===== config.mk =====
export PLATFORM = sky130hd
export DESIGN_NAME = id_operand_stage
export DESIGN_NICKNAME = d
export VERILOG_FILES = /design/src/rtl/id_operand_stage.sv
export SDC_FILE = /design/constraint.sdc
export NUM_CORES = 1
export LEC_CHECK = 0
export ABC_CLOCK_PERIOD_IN_PS = 2500
export CORE_AREA = 5 5 306 308
export CTS_BUF_LIST = sky130_fd_sc_hd__clkbuf_8
export DETAILED_ROUTE_END_ITERATION = 8
export DIE_AREA = 0 0 311 313
export DONT_BUFFER_PORTS = 1
export GPL_ROUTABILITY_DRIVEN = 0
export GPL_TIMING_DRIVEN = 0
export PLACE_DENSITY = 0.3
export SLEW_MARGIN = 10
export SYNTH_ARGS = -nofsm -noshare
export SYNTH_HDL_FRONTEND = slang
export SYNTH_SLANG_ARGS = --single-unit

===== constraint.sdc =====
create_clock -name clk -period 2.5 [get_ports clk]
set_input_delay 0.25 -clock clk [delete_from_list [all_inputs] [get_ports clk]]
set_output_delay 0.25 -clock clk [all_outputs]
set_load 0.005 [all_outputs]

===== src/rtl/id_operand_stage.sv =====
// Operand-fetch stage between decode and execute: register file read, EX/MEM/WB
// forwarding, operand hazard detection and a one-entry valid/ready slot feeding EX.
module id_operand_stage #(
  parameter int XLEN  = 64,
  parameter int AW    = 5,
  parameter int CNT_W = 32
) (
  input  logic             clk,
  input  logic             rst,
  input  logic             flush,
  input  logic             in_valid,
  output logic             in_ready,
  input  logic [XLEN-1:0]  in_pc,
  input  logic [XLEN-1:0]  in_imm,
  input  logic             in_rs1_en,
  input  logic             in_rs2_en,
  input  logic [AW-1:0]    in_rs1_addr,
  input  logic [AW-1:0]    in_rs2_addr,
  input  logic             in_rd_en,
  input  logic [AW-1:0]    in_rd_addr,
  input  logic             in_is_load,
  output logic             rs1_en,
  output logic             rs2_en,
  output logic [AW-1:0]    rs1_addr,
  output logic [AW-1:0]    rs2_addr,
  input  logic [XLEN-1:0]  rs1_data,
  input  logic [XLEN-1:0]  rs2_data,
  input  logic             ex_fwd_en,
  input  logic [AW-1:0]    ex_fwd_addr,
  input  logic [XLEN-1:0]  ex_fwd_data,
  input  logic             ex_is_load,
  input  logic             mem_fwd_en,
  input  logic [AW-1:0]    mem_fwd_addr,
  input  logic [XLEN-1:0]  mem_fwd_data,
  input  logic             wb_en,
  input  logic [AW-1:0]    wb_addr,
  input  logic [XLEN-1:0]  wb_data,
  output logic             out_valid,
  input  logic             out_ready,
  output logic [XLEN-1:0]  out_pc,
  output logic [XLEN-1:0]  out_imm,
  output logic [XLEN-1:0]  out_rs1_val,
  output logic [XLEN-1:0]  out_rs2_val,
  output logic             out_rd_en,
  output logic [AW-1:0]    out_rd_addr,
  output logic             out_is_load,
  output logic [CNT_W-1:0] stall_cnt
);

  logic [XLEN-1:0] src1_val;
  logic [XLEN-1:0] src2_val;
  logic            haz1;
  logic            haz2;
  logic            stall;
  logic            accept;

  assign rs1_en   = in_rs1_en;
  assign rs2_en   = in_rs2_en;
  assign rs1_addr = in_rs1_addr;
  assign rs2_addr = in_rs2_addr;

  // Youngest producer wins; a load in EX has no data yet, so it is never forwarded.
  function automatic logic [XLEN-1:0] select_src(input logic en, input logic [AW-1:0] a,
                                                  input logic [XLEN-1:0] rf_data);
    logic [XLEN-1:0] v;
    v = rf_data;
    if (!en || a == '0)                                  v = '0;
    else if (ex_fwd_en && ex_fwd_addr == a && !ex_is_load) v = ex_fwd_data;
    else if (mem_fwd_en && mem_fwd_addr == a)            v = mem_fwd_data;
    else if (wb_en && wb_addr == a)                      v = wb_data;
    return v;
  endfunction

  function automatic logic src_hazard(input logic en, input logic [AW-1:0] a);
    logic h;
    h = 1'b0;
    if (en && a != '0) begin
      h = (out_valid && out_rd_en && out_rd_addr == a) ||
          (ex_fwd_en && ex_is_load && ex_fwd_addr == a);
    end
    return h;
  endfunction

  always_comb begin
    src1_val = select_src(in_rs1_en, in_rs1_addr, rs1_data);
    src2_val = select_src(in_rs2_en, in_rs2_addr, rs2_data);
    haz1     = src_hazard(in_rs1_en, in_rs1_addr);
    haz2     = src_hazard(in_rs2_en, in_rs2_addr);
    stall    = in_valid && (haz1 || haz2);
    in_ready = !rst && !flush && !stall && (!out_valid || out_ready);
    accept   = in_valid && in_ready;
  end

  // Back-pressure cycles count as stalls too; flushed cycles do not.
  always_ff @(posedge clk) begin
    if (rst) begin
      out_valid   <= 1'b0;
      out_pc      <= '0;
      out_imm     <= '0;
      out_rs1_val <= '0;
      out_rs2_val <= '0;
      out_rd_en   <= 1'b0;
      out_rd_addr <= '0;
      out_is_load <= 1'b0;
      stall_cnt   <= '0;
    end else begin
      if (flush) begin
        out_valid <= 1'b0;
      end else if (accept) begin
        out_valid   <= 1'b1;
        out_pc      <= in_pc;
        out_imm     <= in_imm;
        out_rs1_val <= src1_val;
        out_rs2_val <= src2_val;
        out_rd_en   <= in_rd_en;
        out_rd_addr <= in_rd_addr;
        out_is_load <= in_is_load;
      end else if (out_ready) begin
        out_valid <= 1'b0;
      end
      if (in_valid && !in_ready && !flush) begin
        stall_cnt <= stall_cnt + CNT_W'(1);
      end
    end
  end

endmodule


==> impl_metrics.py <==
metrics = {
    "sta": {
        "max_freq_mhz": 401.5,
        "slew_violations": 0,
        "skew_ps": 45.01,
        "setup_viol": 0,
        "whs_ps": 78.18,
        "rsz0062_at_grt": "true",
        "finalHoldViolations": 0,
        "fin_crit_ps": 2491,
        "slew_headroom": 0.3635,
        "worstMarginPinSlew_ps": 954.7,
        "post-route-period-util": 0.9963,
    },
    "global_routing": {
        "grt_pass1_vias": 16820,
        "grt-ovfl-total": 0,
        "grt_pass1_wl_um": 129700,
        "grt_max_degree": 19,
        "antenna_found_initial": 6,
        "track_usage": 0.1806,
    },
    "worst_setup_path": {
        "reg2reg_from": "out_rd_addr[1]$_SDFFE_PP0P_",
        "reg2reg_to": "stall_cnt[20]$_SDFFE_PP0P_",
        "endpoint_kind": "flop",
        "cp.required_ps": 3040,
        "critPathMaxStageDelay_ps": 470,
        "worst-path-buf-inv": 3,
        "critPathLaunch": "in_rs2_addr[3]",
        "rrSetupSlack_ps": 9,
        "crit_chain": "clkbuf_1, xor2_1, nor4_1, and3_1, buf_6, buf_4, mux2i_1, a211oi_1, a211oi_1, nor3_1",
        "crit_arrival_ps": 3030,
        "cp_top_family": "buffers and inverters",
        "start_kind": "primary input",
        "cp_max_fo": 10,
        "cpMostUsedCell": "a211oi_1",
        "critPathKind": "in -> reg",
        "cp_slowest_cell": "nor4_1",
        "worst_r2r_path_depth": 8,
    },
    "logic_synthesis": {
        "synth_area_per_cell_um2": 7.868,
        "syn_inst": 1901,
        "async_reset_ff_frac": 0,
        "ys_warn_count": 0,
        "syn-num-nets": 2393,
        "synth_edf_count": 0,
        "seq_area_frac_synth": 0.3962,
        "synth_cell_types": 42,
        "synth_ff_type": "dfxtp_1",
        "ys_seq_elements": 296,
        "syn_area_um2": 14960,
    },
    "status": {
        "status": "finished, final reports clean",
    },
    "cells_and_area": {
        "final_nets": 2743,
        "layout-drive-gt1-share": 0.1252,
        "layout_common_cells": "dfxtp_1 (289), nand2_1 (282), nor2_1 (277)",
        "syn2layout_area_growth_pct": 42.26,
        "fillerInstances": 10120,
        "final_common_cell": "dfxtp_1",
        "stdcell_area_um2": 21280,
    },
    "hold_path": {
        "min_path_type": "in -> reg",
        "hold_path_end": "out_rs2_val[27]$_SDFFE_PP0P_",
        "hold_start": "mem_fwd_data[27]",
        "min_path_cells": 4,
    },
    "floorplan": {
        "dieArea_um2": 97340,
        "rows": 111,
        "design.core.area_um2": 90830,
        "die_w_um": 311,
        "start_util": 0.1647,
        "die_h_um": 313,
        "ios": 800,
    },
    "clock_network": {
        "clock-sinks": 296,
        "clockRootBuffer": "clkbuf_8",
        "cts_buffers": 61,
        "path_clk_slew_ps": 60,
        "tritoncts": "built",
        "clk_latency_ps": 720,
        "clock_path_buffers": 3,
        "h-tree-depth": 2,
    },
    "pwr": {
        "ir_worst_vdd_uv": 387.5,
        "powerDensity_nw_per_um2": 580.6,
        "p_leak_nw": 7.331,
    },
    "routing": {
        "wire_per_inst_um": 26.91,
        "routed_wl_um": 93950,
        "route.detailed.drc": 0,
        "vias": 16100,
        "routedLengthMet1_um": 35730,
        "wl_met3_um": 7657,
        "viasPerCell": 4.613,
        "drt_first_pass_iters": 7,
        "first_iter_violations": 1013,
        "route.antenna.remaining_nets": 0,
        "wl_met2_um": 47970,
        "dr.max_layer_used": "met5",
    },
    "placed_design": {
        "port_buffers": 0,
        "place_area_um2": 16470,
        "hpwlAfterDp_um": 74480,
    },
    "flow_run": {
        "maxCapViolations": 0,
    },
}
worst register-to-register path, stage by stage (launching register included):
cell and delay [ps]:
dfxtp_4 370, xor2_1 170, nor4_2 300, nand4_1 190, a21o_4 280, a31o_4 270, buf_8 140, or3_4 340
mux2_4 300
sequential cells by signal, summed over array words and instances (netlist names):
name	cells
out_rs1_val	64
out_valid	1
stall_cnt	32
out_rd_en	1
out_rd_addr	5
out_pc	64
out_rs2_val	64
out_is_load	1
out_imm	64
cell type report:
class | instances | area [um2] | share of cell area
Antenna cell | 5 | 12.51 | 0.0005880
Buffer | 192 | 1220 | 0.05733
Clock buffer | 81 | 1115 | 0.05239
Clock inverter | 31 | 215.2 | 0.01011
Inverter | 5 | 18.77 | 0.0008820
Multi-Input combinational cell | 1408 | 8383 | 0.3940
Sequential cell | 296 | 5939 | 0.2791
Tap cell | 1186 | 1484 | 0.06974
Timing Repair Buffer | 287 | 2890 | 0.1358
power by group:
part	leakage, nW	internal [mW]	switching, mW
Clock	0.748	3.11	2.48
Sequential	2.41	4.90	0.222
Combinational	4.17	0.720	0.914
what timing repair did:
action	in CTS	in global routing
hold buffers	273	0
pin swaps	9	18
gates resized for setup	86	132
buffers inserted	4	5
endpoints found under the hold margin	272	0
cloned	0	3
setup endpoints to repair	297	263
stage by stage:
stage	util	std cells	total power, mW	TNS (ps)	setup WS, ps
2_1_floorplan	-	1901	5.865	0	226.1
3_3_place_gp	0.1810	3087	6.375	-328710	-1987
3_5_place_dp	0.1813	3089	6.380	-250940	-1804
4_1_cts	0.2293	3478	12.58	-54.70	-53.03
5_1_grt	0.2342	3488	12.92	-396.7	-72.60
6_report	0.2343	3491	12.35	0	9.139
synthesized netlist by cell type, types with 4 or more instances:
library cell | count | area [um2]
dfxtp_1 | 296 | 5926
nand2_1 | 283 | 1062
nor2_1 | 277 | 1040
a211oi_1 | 256 | 1922
a21oi_1 | 152 | 760.7
nor3_1 | 139 | 695.7
mux2i_1 | 129 | 1291
clkbuf_1 | 118 | 442.9
buf_2 | 37 | 185.2
xor2_1 | 34 | 297.8
buf_4 | 25 | 187.7
nand4_1 | 22 | 137.6
nor2b_1 | 14 | 87.58
mux2_2 | 12 | 135.1
buf_6 | 9 | 101.4
nand3_1 | 9 | 45.04
or3_1 | 8 | 50.05
and3_1 | 7 | 43.79
nor4_1 | 7 | 43.79
o21ai_0 | 7 | 35.03
xnor2_1 | 7 | 61.31
inv_1 | 5 | 18.77
o31ai_1 | 5 | 37.54
and4_1 | 4 | 35.03
o41ai_1 | 4 | 35.03
or4_1 | 4 | 30.03
logic make-up after synthesis:
logic type               count (synthesis)  synth area share
multiplexers                           143           0.09737
AO/OA/AOI/OAI                          436            0.1932
XOR/XNOR                                41           0.02401
AND/OR/NAND/NOR                        787            0.2251
adder cells (fa/ha/maj)                  1         0.0008364
buffers and inverters                  197           0.06333
flip-flops                             296            0.3962
how the worst max path moves through the flow:
stage / to / depth (start not counted)
after global placement: out_rs2_val[47]$_SDFFE_PP0P_ / 8
after detailed placement: out_rs1_val[59]$_SDFFE_PP0P_ / 9
after floorplan: stall_cnt[14]$_SDFFE_PP0P_ / 9
final: out_rs2_val[56]$_SDFFE_PP0P_ / 10
after CTS: in_ready / 6
after global routing: stall_cnt[15]$_SDFFE_PP0P_ / 7
metal layers:
metal / global-route usage / up-vias
met3: 0.05726 / 132
li1: - / 7434
met4: 0.05276 / 2
met5: 0 / -
met1: 0.2006 / 7773
met2: 0.3309 / 763
(Power assumes the default switching activity.)
